==> config.mk <==
export PLATFORM = sky130hd
export DESIGN_NAME = pipelined_adder_tree
export DESIGN_NICKNAME = d
export VERILOG_FILES = /design/src/rtl/adder_pkg.sv /design/src/rtl/adder_tree_stage.sv /design/src/rtl/pipelined_adder_tree.sv
export SDC_FILE = /design/constraint.sdc
export NUM_CORES = 1
export LEC_CHECK = 0
export ABC_AREA = 1
export BUFFER_PORTS_ARGS = -buffer_cell sky130_fd_sc_hd__buf_2
export CAP_MARGIN = 0
export CORE_AREA = 2 2 383 385
export CTS_CLUSTER_SIZE = 25
export DETAILED_ROUTE_END_ITERATION = 8
export DIE_AREA = 0 0 385 387
export SYNTH_ARGS = -nofsm -noshare
export SYNTH_HDL_FRONTEND = slang
export SYNTH_SLANG_ARGS = --single-unit
==> constraint.sdc <==
create_clock -name clk -period 16.6 [get_ports clk]
set_clock_uncertainty 0.15 [all_clocks]
set_input_delay 0 -clock clk [delete_from_list [all_inputs] [get_ports clk]]
set_output_delay 0 -clock clk [all_outputs]
set_load 0.03 [all_outputs]
==> src/rtl/adder_pkg.sv <==
// Shared widths and elaboration helpers for the pipelined adder tree.
package adder_pkg;

  localparam int unsigned DEF_NUM_IN = 16;
  localparam int unsigned DEF_IN_W   = 19;
  localparam int unsigned DEF_OUT_W  = 23;

  // Ceiling log2 for elaboration-time sizing; clog2(1) = 0.
  function automatic int unsigned clog2(input int unsigned n);
    int unsigned r;
    r = 0;
    for (int i = 0; i < 32; i++) begin
      if ((64'd1 << i) < 64'(n)) r = i + 1;
    end
    return r;
  endfunction

endpackage

==> src/rtl/adder_tree_stage.sv <==
// One registered level of the adder tree: pairwise sums plus a valid bit, frozen when en is low.
module adder_tree_stage #(
  parameter int unsigned NUM_PAIRS = 1,
  parameter int unsigned W         = 8
) (
  input  logic                     clk,
  input  logic                     rst,
  input  logic                     en,
  input  logic                     in_valid,
  input  logic [2*NUM_PAIRS*W-1:0] in_data,
  output logic                     out_valid,
  output logic [NUM_PAIRS*W-1:0]   out_data
);

  logic [NUM_PAIRS*W-1:0] sum_d, sum_q;
  logic                   valid_q;

  always_comb begin
    sum_d = '0;
    for (int p = 0; p < int'(NUM_PAIRS); p++) begin
      sum_d[p*W +: W] = in_data[2*p*W +: W] + in_data[(2*p+1)*W +: W];
    end
  end

  always_ff @(posedge clk or posedge rst) begin
    if (rst) begin
      valid_q <= 1'b0;
      sum_q   <= '0;
    end else if (en) begin
      valid_q <= in_valid;
      sum_q   <= sum_d;
    end
  end

  assign out_valid = valid_q;
  assign out_data  = sum_q;

endmodule

==> src/rtl/pipelined_adder_tree.sv <==
// Pipelined signed adder tree with per-channel enable, global stall and saturating/wrapping output.
module pipelined_adder_tree
  import adder_pkg::*;
#(
  parameter int unsigned NUM_IN   = DEF_NUM_IN,
  parameter int unsigned IN_W     = DEF_IN_W,
  parameter int unsigned OUT_W    = DEF_OUT_W,
  parameter int unsigned SATURATE = 1
) (
  input  logic                   clk,
  input  logic                   rst,
  input  logic                   in_valid,
  output logic                   in_ready,
  input  logic [NUM_IN*IN_W-1:0] in_data,
  input  logic [NUM_IN-1:0]      ch_en,
  output logic                   out_valid,
  input  logic                   out_ready,
  output logic [OUT_W-1:0]       out_sum,
  output logic                   overflow
);

  localparam int unsigned L        = clog2(NUM_IN);
  localparam int unsigned FULL_W   = IN_W + L;
  localparam int unsigned NUM_LEAF = 1 << L;

  // All tree levels packed end to end: level i starts at 2*(NUM_LEAF - (NUM_LEAF >> i)) words.
  logic [(2*NUM_LEAF-1)*FULL_W-1:0] tree;
  logic [L:0]                       lvl_valid;
  logic                             advance;

  assign advance      = in_ready;
  assign lvl_valid[0] = in_valid;

  for (genvar k = 0; k < int'(NUM_LEAF); k++) begin : g_leaf
    if (k < int'(NUM_IN)) begin : g_ch
      logic [IN_W-1:0] x;
      assign x = in_data[k*IN_W +: IN_W];
      assign tree[k*FULL_W +: FULL_W] = ch_en[k] ? {{L{x[IN_W-1]}}, x} : '0;
    end else begin : g_pad
      assign tree[k*FULL_W +: FULL_W] = '0;
    end
  end

  for (genvar i = 0; i < int'(L); i++) begin : g_lvl
    localparam int unsigned IN_OFF  = 2 * (NUM_LEAF - (NUM_LEAF >> i));
    localparam int unsigned OUT_OFF = 2 * (NUM_LEAF - (NUM_LEAF >> (i + 1)));
    localparam int unsigned NP      = NUM_LEAF >> (i + 1);

    adder_tree_stage #(
      .NUM_PAIRS(NP),
      .W        (FULL_W)
    ) u_stage (
      .clk      (clk),
      .rst      (rst),
      .en       (advance),
      .in_valid (lvl_valid[i]),
      .in_data  (tree[IN_OFF*FULL_W +: 2*NP*FULL_W]),
      .out_valid(lvl_valid[i+1]),
      .out_data (tree[OUT_OFF*FULL_W +: NP*FULL_W])
    );
  end

  // The last level's register is the output register; range handling is purely combinational
  // on it, so it adds no latency and stays stable whenever the pipeline is stalled.
  logic [FULL_W-1:0]       full_sum;
  logic [FULL_W-OUT_W:0]   top_bits;
  logic                    out_of_range;

  assign full_sum     = tree[(2*NUM_LEAF-2)*FULL_W +: FULL_W];
  assign top_bits     = full_sum[FULL_W-1:OUT_W-1];
  assign out_of_range = !((top_bits == '0) || (top_bits == '1));

  always_comb begin
    out_sum  = full_sum[OUT_W-1:0];
    overflow = out_of_range;
    if ((SATURATE != 0) && out_of_range) begin
      out_sum = full_sum[FULL_W-1] ? {1'b1, {(OUT_W-1){1'b0}}} : {1'b0, {(OUT_W-1){1'b1}}};
    end
  end

  assign out_valid = lvl_valid[L];
  assign in_ready  = !(out_valid && !out_ready);

endmodule
* Yosys cells after proc, flatten, opt, wreduce, memory -nomap -nowiden
Index checks and enable logic that the tools add are counted.
** Word-level totals
- Output and inout bits :: 26
- Flip-flop bits (word level) :: 349
- Bits of input ports :: 324
** Cells by class
- Multiplexer cells :: 16
- Reductions and logical operators :: 3
- Add/sub/neg operators :: 15
** Operator list (count)
- $mux 23 :: 16
- $add 23x23->23 :: 15
- $logic_not 1->1 :: 2
- $logic_and 1x1->1 :: 1

* Depth between registers and ports, before layout
- Word-level depth :: 3
- Mapped depth :: 17
- Depth with buffers taken out :: 15

* Hierarchy
Synthesis repeated with hierarchy kept, for this count alone.
** Unflattened totals
- Cells, all modules :: 6841
- Area, all modules :: 39362.8 µm²
** Modules (own cells, without submodules)
- adder_tree_stage at g_lvl[0].u_stage :: area an instance 19518.7 µm², cells each 3296, instances 1
- adder_tree_stage at g_lvl[1].u_stage :: area an instance 9795.6 µm², cells each 1654, instances 1
- adder_tree_stage at g_lvl[2].u_stage :: area an instance 4909.7 µm², cells each 829, instances 1
- pipelined_adder_tree :: area an instance 2661.3 µm², cells each 644, instances 1
- adder_tree_stage at g_lvl[3].u_stage :: area an instance 2477.4 µm², cells each 418, instances 1

* Worst setup path before layout
No wires, ideal clock.
- Path kind :: input -> register
- Start point :: in ch_en[5]
- End point :: reg g_lvl[0].u_stage.sum_q[58]
- Arrival time :: 2.032 ns
- Stages :: 17
- Path buffers :: 2
- Setup slack :: 14.301 ns
- Data required time :: 16.333 ns
- Cells stage by stage :: clkbuf_1 -> clkbuf_1 -> nand2_1 -> inv_1 -> ha_1 -> inv_1 -> fa_1 -> inv_1 -> nand3_1 -> nand3_1 -> nand3_1 -> nand2_1 -> nand2_1 -> nand2_1 -> nand2_1 -> nand3_1 -> nand2_1
** Between the ends
- Longest elaborated chain between the ends :: 2
** RTL lines
- from (decl) :: RTL line pipelined_adder_tree.sv:15 : input logic [NUM_IN-1:0] ch_en,
- $mux 23 :: RTL line pipelined_adder_tree.sv:38 : assign tree[k*FULL_W +: FULL_W] = ch_en[k] ? {{L{x[IN_W-1]}}, x} : '0;
- $add 23x23->23 :: RTL line adder_tree_stage.sv:21 : sum_d[p*W +: W] = in_data[2*p*W +: W] + in_data[(2*p+1)*W +: W];
- to (signal assigned) :: RTL line adder_tree_stage.sv:31 : sum_q <= sum_d;
- to (decl) :: RTL line adder_tree_stage.sv:15 : logic [NUM_PAIRS*W-1:0] sum_d, sum_q;
Every way passes these cells.
A chain may end at the register's enable or synchronous reset.

* Final worst setup path
- Start point :: reg g_lvl[3].u_stage.valid_q
- End point :: reg g_lvl[0].u_stage.sum_q[81]
** Between the ends
- Longest elaborated chain between the ends :: 1
** RTL lines
- from (decl) :: RTL line adder_tree_stage.sv:16 : logic valid_q;
- from (signal assigned) :: RTL line adder_tree_stage.sv:30 : valid_q <= in_valid;
- $logic_and 1x1->1 :: RTL line pipelined_adder_tree.sv:82 : assign in_ready = !(out_valid && !out_ready);
Every way passes these cells.

==> results_dict.tcl <==
set metrics [dict create \
    status "complete, but fails checks" \
    violations "hold timing" \
    power.density_nw_per_um2 150 \
    cts_sinks 349 \
    ys_top_cells_by_area "nand2_1 (28%), dfrtp_1 (24%), inv_1 (12%)" \
    gp_congestion 0.900 \
    setup_slack_ns 12.52 \
    ant_nets 0 \
    crit_type "register to register" \
    yosysMostFrequentCell "nand2_1" \
    relSlewSlack_pct 34.7 \
    hp-class "primary input to asynchronous set/reset pin" \
    ys_seq_area_share_pct 24.2 \
    place_area_um2 39700 \
    period_share_pct 24.6 \
    syn_to_final_growth_pct 23.5 \
    grt_pass1_wl_mm 189 \
    crit_path_max_fanout 219 \
    total_power_uw 6660 \
    clk_path_buf_depth 3 \
    nNetsFinal 7413 \
    cts_tree "done" \
    p_seq_share_pct 23.1 \
    pin_count 350 \
    yosysTopAreaCell "nand2_1" \
    setup-tns-final_ns 0 \
    design.core.area_um2 145000 \
    cts-root-buf "clkbuf_16" \
    end_kind "register" \
    final_layout_size_suffix_gt1_share_pct 8.04 \
    dp_hpwl_mm 92.7 \
    synth_edf_count 0 \
    htreeDepth 2 \
    arrival_ns 4.45 \
    grt.total_usage_pct 15.4 \
    maxCapViolCount 0 \
    grt_antenna_before_repair 0 \
    finalMaxSlewViolations 0 \
    dr.pass1.iters 8 \
    drt-initial-drc-count 2223 \
    cts.repair.resized 0 \
    syn_area_um2 36100 \
    wirelength_mm 116 \
    die_w_um 385 \
    start_util_pct 24.9 \
    synth-main-ff-cell "dfrtp_1" \
    hold_ws_ns -0.0267 \
    setup_violations 0 \
    r2r_start "g_lvl[3].u_stage.out_valid" \
    combPwrFrac_pct 60.8 \
    intPower_uw 3320 \
    timing.fmax_mhz 245 \
    tightest_slew_ns 0.980 \
    numCtsBuffers 45 \
    hold_viol 7 \
    grt_pass1_vias 36968 \
    drc 0 \
    die_y_um 387 \
    final_area_um2 44500 \
    syn_area_per_cell_um2 5.87 \
    switching_share_pct 50.1 \
    antenna-diode-count 0 \
    vias 37812 \
    synthArstFlopShare_pct 100 \
    grt-ovfl-total 0 \
    startpoint_type "register" \
    portBuffers 348 \
    dp_slack_ns 12.78 \
    ir_worst_vdd_v 0.000106 \
    synthDistinctLibCells 35 \
    required_ns 16.96 \
    syn_inst 6148 \
    power.share.clock_pct 16.1 \
    syn-num-nets 6793 \
    grt_start_max_net_pins 220 \
    rows 140 \
    cellLeakagePower_uw 0.0262 \
    clk_latency_ns 0.59 \
    synthTopCellsByCount "nand2_1 (2,665), inv_1 (1,132), nand3_1 (427), nor2_1 (394), dfrtp_1 (349)" \
    grt_setup_unrepaired "false" \
    synth_top_area_share_pct 27.7 \
    finalCriticalPeriod_ns 4.08 \
    die_area_um2 149000 \
    synth-seq-cells 349 \
    clk_pin_slew_ns 0.06 \
    viasPerCell 4.34 \
    yosysWarnings 0 \
    crit_path_start "g_lvl[3].u_stage.out_valid" \
    power.net_switching_uw 3340 \
    wl_per_cell_um 13.3 \
]
path summary, 6_finish.rpt:
kind | endpoint | slack, ns | cells past startpoint
worst min register to register | g_lvl[2].u_stage.out_valid | 0.32 | 2
worst max register to register | g_lvl[0].u_stage.out_data[81] | 12.52 | 9
min in group clk | g_lvl[0].u_stage.out_data[103] | -0.02 | 7
worst min-delay path | g_lvl[3].u_stage.out_valid | -0.03 | 3
max in group asynchronous | g_lvl[0].u_stage.out_data[130] | 13.42 | 6
worst max-delay path | g_lvl[0].u_stage.out_data[81] | 12.52 | 9
registers in the layout, indices dropped and copies added, names as in the netlist:
register	count
g_lvl.u_stage.out_valid	4
g_lvl.u_stage.out_data	345
cells by family (layout without fill, tap and decap cells):
kind of cell	count (synthesis)	count (layout)	share of synthesized area [%]
AO/OA/AOI/OAI	349	349	5.14
XOR/XNOR	108	108	2.62
adder cells (fa/ha/maj)	321	321	11.4
buffers and inverters	1241	1897	13.5
flip-flops	349	349	24.2
other	1	1	0.0104
AND/OR/NAND/NOR	3779	3779	43.1
power by group through the flow:
stage / sequential (uW) / combinational, uW / clock (uW)
4_1_cts: 1550 / 4090 / 1110
6_report: 1540 / 4050 / 1070
5_1_grt: 1580 / 4660 / 1140
2_1_floorplan: 1460 / 2920 / 0
3_5_place_dp: 1560 / 3970 / 0
3_3_place_gp: 1560 / 3950 / 0
repair_timing:
item	in CTS	in global routing
hold endpoints to repair	313	0
buffers inserted	0	0
hold buffers	323	0
critical path: stages (launching register included):
cell and delay, ns:
dfrtp_1 0.37, inv_1 0.09, nor2_4 0.04, buf_12 0.24, inv_6 0.79, buf_4 0.66
buf_4 0.76, nand3_1 0.13, dlygate4sd3_1 0.59, nand2_1 0.06
through the flow:
stage | util (%) | std cells
floorplan | - | 6148
global placement | 27.4 | 8315
detailed placement | 27.4 | 8315
CTS | 30.8 | 8721
global route | 30.8 | 8721
finish | 30.8 | 8721
routing by layer:
layer  part of all wire, %  GRT usage, %
met5                     0             0
met4                   2.9          4.62
met3                   3.1          1.30
met2                    48          27.1
met1                    46          19.9
layout by cell type (no fill, tap or decap), types with 9 or more instances in the layout:
cell type and instances:
nand2_1 2665, inv_1 1131, nand3_1 427, nor2_1 394
dfrtp_1 349, buf_2 348, dlygate4sd3_1 323, ha_1 306
a21oi_1 163, o21ai_0 142, nand3b_1 85, xnor2_1 83
nor3_1 55, clkbuf_16 46, nand4_1 37, nand2_2 34
nor2_2 26, xor2_1 25, or2_2 19, fa_1 15
a21oi_2 14, or2_0 12, or2_1 11, o21ai_1 11
buf_4 9
cell type report:
| cell class | instances | area (um^2) |
|---|---|---|
| well taps | 1917 | 2400 |
| clock inverters | 24 | 352 |
| flip-flops and latches | 349 | 8730 |
| fillers | 16010 | 100000 |
| inverters | 1133 | 4270 |
| multi-input cells | 4558 | 22500 |
| clock buffers | 59 | 1270 |
| repair buffers | 681 | 5060 |
Note: power is estimated with default switching activity, not from simulation.
